## src/rtl/time_multiplexing_stopwatch.sv

```systemverilog
// time_multiplexing_stopwatch: 4-digit BCD up/down stopwatch (XX.XX s) driving a
// time-multiplexed common-anode 7-segment display.
module time_multiplexing_stopwatch #(
    parameter int TICK_DIV    = 1_000_000,
    parameter int REFRESH_DIV = 100_000
) (
    input  logic       clk,
    input  logic       reset,
    input  logic       startstop,
    input  logic [7:0] sw,
    input  logic [1:0] mode,
    output logic       dp,
    output logic [3:0] an,
    output logic [6:0] sseg
);
    localparam int TW = $clog2(TICK_DIV + 1);
    localparam int RW = $clog2(REFRESH_DIV + 1);

    logic [2:0]    sync;
    logic [15:0]   count, count_n, preset, cur, terminal;
    logic          run, run_n, fresh, fresh_n, dir, down, start_edge, step, rdone;
    logic [TW-1:0] tick, tick_n;
    logic [RW-1:0] refresh, refresh_n;
    logic [1:0]    sel, sel_n;

    function automatic logic [3:0] sat(input logic [3:0] x);
        return x > 4'd9 ? 4'd9 : x;
    endfunction

    function automatic logic [15:0] bcd_step(input logic [15:0] v, input logic dn);
        logic [15:0] r;
        logic        c;
        logic [3:0]  d;
        r = v;
        c = 1'b1;
        for (int i = 0; i < 4; i++) begin
            d = v[4*i +: 4];
            if (c) begin
                r[4*i +: 4] = dn ? (d == 4'd0 ? 4'd9 : d - 4'd1) : (d == 4'd9 ? 4'd0 : d + 4'd1);
                c = dn ? d == 4'd0 : d == 4'd9;
            end
        end
        return r;
    endfunction

    function automatic logic [6:0] seg(input logic [3:0] d);
        case (d)
            4'd0:    return 7'b1000000;
            4'd1:    return 7'b1111001;
            4'd2:    return 7'b0100100;
            4'd3:    return 7'b0110000;
            4'd4:    return 7'b0011001;
            4'd5:    return 7'b0010010;
            4'd6:    return 7'b0000010;
            4'd7:    return 7'b1111000;
            4'd8:    return 7'b0000000;
            4'd9:    return 7'b0010000;
            default: return 7'b1111111;
        endcase
    endfunction

    // Until the first start, preset and direction track mode/sw live.
    always_comb begin
        start_edge = sync[1] & ~sync[2];
        preset     = mode == 2'd0 ? 16'h0000 : mode == 2'd2 ? 16'h9999 : {sat(sw[7:4]), sat(sw[3:0]), 8'h00};
        cur        = fresh ? preset : count;
        down       = fresh ? mode[1] : dir;
        terminal   = down ? 16'h0000 : 16'h9999;
        step       = run && tick == TW'(TICK_DIV - 1);
        count_n    = step ? bcd_step(cur, down) : cur;
        tick_n     = run && !step ? tick + 1'b1 : '0;
        run_n      = start_edge ? !run && cur != terminal : (step && count_n == terminal) ? 1'b0 : run;
        fresh_n    = fresh && !start_edge;
        rdone      = refresh == RW'(REFRESH_DIV - 1);
        refresh_n  = rdone ? '0 : refresh + 1'b1;
        sel_n      = sel + {1'b0, rdone};
    end

    // Display outputs are registered from next-state so an and sseg change together.
    always_ff @(posedge clk or posedge reset) begin
        if (reset) begin
            sync    <= '0;
            count   <= '0;
            run     <= 1'b0;
            fresh   <= 1'b1;
            dir     <= 1'b0;
            tick    <= '0;
            refresh <= '0;
            sel     <= '0;
            an      <= 4'b1110;
            sseg    <= 7'b1000000;
            dp      <= 1'b1;
        end else begin
            sync    <= {sync[1:0], startstop};
            count   <= count_n;
            run     <= run_n;
            fresh   <= fresh_n;
            dir     <= down;
            tick    <= tick_n;
            refresh <= refresh_n;
            sel     <= sel_n;
            an      <= ~(4'b0001 << sel_n);
            sseg    <= seg(count_n[{sel_n, 2'b00} +: 4]);
            dp      <= sel_n != 2'd2;
        end
    end
endmodule

```

## config.mk

```make
export PLATFORM = sky130hd
export DESIGN_NAME = time_multiplexing_stopwatch
export DESIGN_NICKNAME = d
export VERILOG_FILES = /design/src/rtl/time_multiplexing_stopwatch.sv
export SDC_FILE = /design/constraint.sdc
export NUM_CORES = 1
export LEC_CHECK = 0
export ABC_AREA = 1
export BUFFER_PORTS_ARGS = -buffer_cell sky130_fd_sc_hd__buf_2
export CELL_PAD_IN_SITES_DETAIL_PLACEMENT = 2
export CELL_PAD_IN_SITES_GLOBAL_PLACEMENT = 2
export CORE_ASPECT_RATIO = 0.7
export CORE_MARGIN = 2
export CORE_UTILIZATION = 36
export CTS_BUF_LIST = sky130_fd_sc_hd__clkbuf_4
export CTS_CLUSTER_SIZE = 40
export DETAILED_ROUTE_END_ITERATION = 6
export PLACE_DENSITY_LB_ADDON = 0.1
export RECOVER_POWER = 50
export REMOVE_ABC_BUFFERS = 1
export SYNTH_ARGS = -nofsm -noshare
export SYNTH_HDL_FRONTEND = slang
export SYNTH_SLANG_ARGS = --single-unit
```

## constraint.sdc

```tcl
create_clock -name clk -period 3.7 [get_ports clk]
set_input_delay 0.37 -clock clk [delete_from_list [all_inputs] [get_ports clk]]
set_output_delay 0.37 -clock clk [all_outputs]
set_load 0.1 [all_outputs]
```

# Yosys cells after proc, flatten, opt, wreduce, memory -nomap -nowiden
# Memory sizes are Yosys's and may differ from the RTL's. A register that Yosys moved wholly into a read port is not among the register bits.
# Cells that the tools add are included.
[totals] regBits=66 latchBits=0 mem_bits_rw=0 mem_bits_ro=112 out_inout_bits=12 elab_cells=85 n_memories=1
[classes] add_sub_neg=11 multipliers=0 n_div=0 magnitude_cmp=2 n_eq_ne=10 n_shift=2 n_mux=32 bitwise=3 reduce_logical=14
[mem_list] memory="(name not given)" depth=16 word_bits=7 rd=1 rd_ports_with_merged_regs=1 write_ports=0 line_no="47" source="case (d)"
[ops] op="16-bit two-way mux" count=5
[ops] op="4-bit two-way mux" count=17
[ops] op="20-bit by 1-bit adder with 20-bit output (second input constant)" count=1
[ops] op="20-bit equality test (second input constant)" count=1
[ops] op="20-bit two-way mux" count=1
[ops] op="17-bit by 1-bit adder with 17-bit output (second input constant)" count=1
[ops] op="17-bit equality test (second input constant)" count=1
[ops] op="17-bit two-way mux" count=1
[ops] op="4-bit by 1-bit adder with 4-bit output (second input constant)" count=4
[ops] op="16-bit equality test" count=1
[ops] op="4-bit equality test (second input constant)" count=4
[ops] op="4-bit logical NOT" count=4
[ops] op="16-bit inequality test" count=1
[ops] op="16-bit by 5-bit variable part select with 4-bit output" count=1
[ops] op="4-bit by 1-bit subtractor with 4-bit output (second input constant)" count=4
[ops] op="4-bit greater-than comparator (second input constant)" count=2
[ops] op="1-bit two-way mux" count=8
[ops] op="1-bit logical AND" count=5
[ops] op="4-bit NOT" count=1
[ops] op="1-bit by 2-bit << shifter with 4-bit output (first input constant)" count=1
[ops] op="1-bit logical NOT" count=3
[ops] op="2-bit by 1-bit adder with 2-bit output" count=1
[ops] op="2-bit equality test (second input constant)" count=1
[ops] op="2-bit logical NOT" count=1
[ops] op="other kinds (4)" count=4

# Logic depth before layout (Yosys ltp)
[depth] depth_word=15 ltp_mapped=23 ltp_nobuf=23

# Worst setup path after synthesis
# OpenSTA, ideal clock, no wires.
[synth_timing] path_type="reg-to-reg" from="register fresh" to="register sseg[0]" arrival_time_ns=2.629 required_time_ns=3.581 slack_ns=0.953 stages_incl_launch_ff=18 path_buffers=3 synth_period_minus_slack_ns=2.747 path_cell_list="dfstp_2 > buf_6 > nand2_2 > nand2_4 > inv_1 > buf_6 > buf_2 > ha_1 > nor2_1 > nand4_1 > nand2_1 > o22ai_1 > nor3_2 > inv_1 > ha_1 > or2_1 > nand3_1 > nand2_1"
[synth_between] elab_chain_len=8 elab_cells_between_ends=40
[synth_rtl] item="from (decl)" line_no="21" source="logic run, run_n, fresh, fresh_n, dir, down, start_edge, step, rdone;"
[synth_rtl] item="from (signal assigned)" line_no="97" source="fresh <= fresh_n;"
[synth_rtl] item="parallel branches: the longest is 6 deep, another holds 4-bit by 1-bit adder with 4-bit output"
[synth_rtl] item="16-bit two-way mux (*)" line_no="70" source="count_n = step ? bcd_step(cur, down) : cur;"
[synth_rtl] item="16-bit by 5-bit variable part select with 4-bit output (*)" line_no="103" source="sseg <= seg(count_n[{sel_n, 2'b00} +: 4]);"
[synth_rtl] item="to (decl)" line_no="14" source="output logic [6:0] sseg"
# Mark *: on every way between the ends.
# A chain may end at the register's enable or synchronous reset.

# Worst setup path after layout
[layout_timing] from="register fresh" to="register sseg[3]"
# The elaborated chain is that of the path after synthesis.

==> results_dict.tcl <==
set metrics [dict create \
    status "finished, violations left" \
    violations "max-capacitance violations, max-slew violations" \
    powerDensity_nw_per_um2 268 \
    fill_cells 1658 \
    r2r_start "fresh" \
    gr-total-overflow 0 \
    wl_per_cell_um 17.6 \
    final-max-slew-violation-count 47 \
    critPathRequiredTime_ps 4060 \
    startpoint_type "flip-flop" \
    drt-total-wl_um 16600 \
    grt_pass1_wl_um 27500 \
    ios 25 \
    setup_ws_ps 369 \
    core_um2 13400 \
    synth_area_per_cell_um2 6.93 \
    finalCritPeriodShare_pct 90.0 \
    synth-edff-count 0 \
    dpl.hpwl_um 13300 \
    synthToLayoutAreaGrowth_pct 9.25 \
    hp-class "reg -> reg" \
    synth_area_um2 4990 \
    numCtsBuffers 9 \
    final_nets 776 \
    arrival_ps 3690 \
    ant_nets 0 \
    die_width_um 145 \
    antenna_found_initial 0 \
    power.leakage_nw 2.68 \
    setup_tns_ps 0 \
    crit_type "reg -> reg" \
    min_to "sync[1]" \
    cts_setup_buffers 0 \
    max-cap-violations 1 \
    whs_path_depth 0 \
    place_congestion 0.856 \
    grt_pass1_vias 5218 \
    final_cells 940 \
    skew_ps 24.4 \
    synthArstFlopShare_pct 100 \
    clk_pin_slew_ps 130 \
    portBuffers 24 \
    rsz0062_at_grt "false" \
    dieArea_um2 14800 \
    postSynthCellCount 721 \
    drtPass1Iterations 4 \
    slew_headroom_pct -15.5 \
    hold_violations 0 \
    cts-root-buf "clkbuf_4" \
    viasPerCell 5.09 \
    drt_iter0_markers 161 \
    holdCritStartpoint "sync[0]" \
    start_util_pct 37.4 \
    cts.sinks 72 \
    worstPathMaxFanout 22 \
    timing.fmax_mhz 300 \
    synth-seq-cells 72 \
    seq_area_frac_synth_pct 36.2 \
    pre_cts_ws_ps 327 \
    track_usage_pct 24.2 \
    final_core_utilization_pct 40.8 \
    grt_max_degree 47 \
    cp-end-kind "flip-flop" \
    met3_usage_pct 3.67 \
    cts_tree "yes" \
    use_met2_pct 39.7 \
    drive_above_1_share_pct 15.8 \
    cts_max_level 3 \
    cts.path.max_buffers 2 \
    n_antenna_cell 0 \
    rr_worst_depth 17 \
    synth_cell_type_count 42 \
    r2r-end "sseg[3]" \
    ys.flop_type "dfrtp_1" \
    num_rows 35 \
    reg2reg_slack_ps 370 \
    clk_latency_ps 460 \
    fin_crit_ps 3330 \
    setup_violations 0 \
    drc 0 \
    grt_busiest_layer "met2" \
    worst_pin_slew_ps 1730 \
    die_h_um 103 \
    placed_cells 924 \
    max-vdd-ir-drop_uv 147 \
    met1_usage_pct 34.5 \
    num_vias 4782 \
    synth_warnings 0 \
]
[flip-flops by register name (all words and copies together) (netlist names)]
| register | cells |
|---|---|
| an | 4 |
| tick | 20 |
| run | 1 |
| count | 16 |
| sync | 3 |
| refresh | 17 |
| dir | 1 |
| sel | 2 |
| fresh | 1 |
| sseg | 7 |
[cells in the mapped netlist (3+ instances only)]
cell,instances,area (um2)
nand4_1,16,100
o21ai_0,25,125
nand3_1,62,310
nor3b_1,6,45.0
inv_2,10,37.5
nand3_4,3,52.6
dfstp_2,5,131
nor2_1,96,360
nand2_2,25,156
nand3_2,7,70.1
nand2_1,189,709
dfrtp_1,67,1680
nor2_4,8,90.1
buf_6,3,33.8
nor3_1,13,65.1
nor2_2,11,68.8
nor4_1,8,50.1
nand2_4,4,45.0
a21oi_1,22,110
inv_1,98,368
ha_1,12,150
o21a_1,3,22.5
[how the worst max path moves through the flow]
stage / cells after the start / startpoint / slack, ps / endpoint
after global placement: 17 / fresh / 640 / sseg[3]
after detailed placement: 17 / fresh / 330 / sseg[3]
after floorplan: 17 / fresh / 700 / sseg[0]
after global routing: 17 / fresh / 50 / sseg[3]
final: 17 / fresh / 370 / sseg[3]
after CTS: 17 / fresh / 260 / sseg[3]
[repair_timing]
action / 4_1_cts / 5_1_grt
setup endpoints to repair: 0 / 2
endpoints found under the hold margin: 1 / 0
resized for setup: 0 / 1
hold buffers: 1 / 0
[layout by cell type (no fill, tap or decap), types with 4 or more instances in the layout]
master | synthesis | routed
clkbuf_4 | 0 | 10
nand3_1 | 62 | 62
dfrtp_1 | 67 | 67
inv_2 | 10 | 10
dfstp_2 | 5 | 5
nor3_1 | 13 | 13
a21oi_1 | 22 | 22
nor2_2 | 11 | 11
ha_1 | 12 | 12
nand2_2 | 25 | 24
nor4_1 | 8 | 8
buf_2 | 2 | 24
nor3b_1 | 6 | 6
nand2_1 | 189 | 190
nand3_2 | 7 | 7
nand2_4 | 4 | 4
inv_1 | 98 | 98
o21ai_0 | 25 | 25
nor2_1 | 96 | 96
nor2_4 | 8 | 8
nand4_1 | 16 | 16
[worst max-delay path, stage by stage, from the launching register on]
cell     delay (ps)
dfstp_2         690
inv_6           150
nand2_1         250
nand3_2         160
nor2_2          150
nor2_2           70
nor2_4          190
nand3_1         150
nor2_2          190
nand2_1          90
nand2_1          90
nor2_1           70
nor3_4          270
inv_1           130
ha_1            210
or2_1           240
nand3_1          80
nand2_1          50
[stage by stage]
| step | instance area (um2) | total power [mW] | hold slack, ps |
|---|---|---|---|
| global placement | 5290 | 0.889 | 351 |
| detailed placement | 5290 | 0.895 | 346 |
| CTS | 5460 | 1.49 | 140 |
| global route | 5460 | 1.53 | 402 |
| floorplan | 4910 | 0.864 | 331 |
| finish | 5460 | 1.46 | 377 |
[cell families after synthesis]
logic type,Yosys count,share of synthesized area [%]
xor gates and xnor gates,2,0.351
and+or+nand+nor,454,43.3
adders and majority gates,12,3.01
DFF,72,36.2
buffers and inverters,118,9.87
AOI/OAI and AO/OA,63,7.22
[where the power goes]
part	total, mW	internal (mW)	switching [mW]	leakage, nW
logic	0.0678	0.0174	0.0504	1.74
clock network	0.586	0.279	0.307	0.0829
registers	0.809	0.797	0.0119	0.864
total	1.46	1.09	0.370	2.68
[routing by layer]
layer	vias to the layer above	routed length [um]
met2	56	7620
met1	2365	8300
met4	0	125
met3	10	518
met5	-	0
li1	2351	-
[cell type report]
cell class	instances	area, um2	share of cell area (%)
multi-input cells	531	2700	49.4
inverters	109	414	7.59
well taps	185	231	4.24
flip-flops and latches	72	1810	33.1
repair buffers	28	149	2.73
clock buffers	10	75.1	1.38
clock inverters	5	81.3	1.49
(Power assumes the default switching activity.)
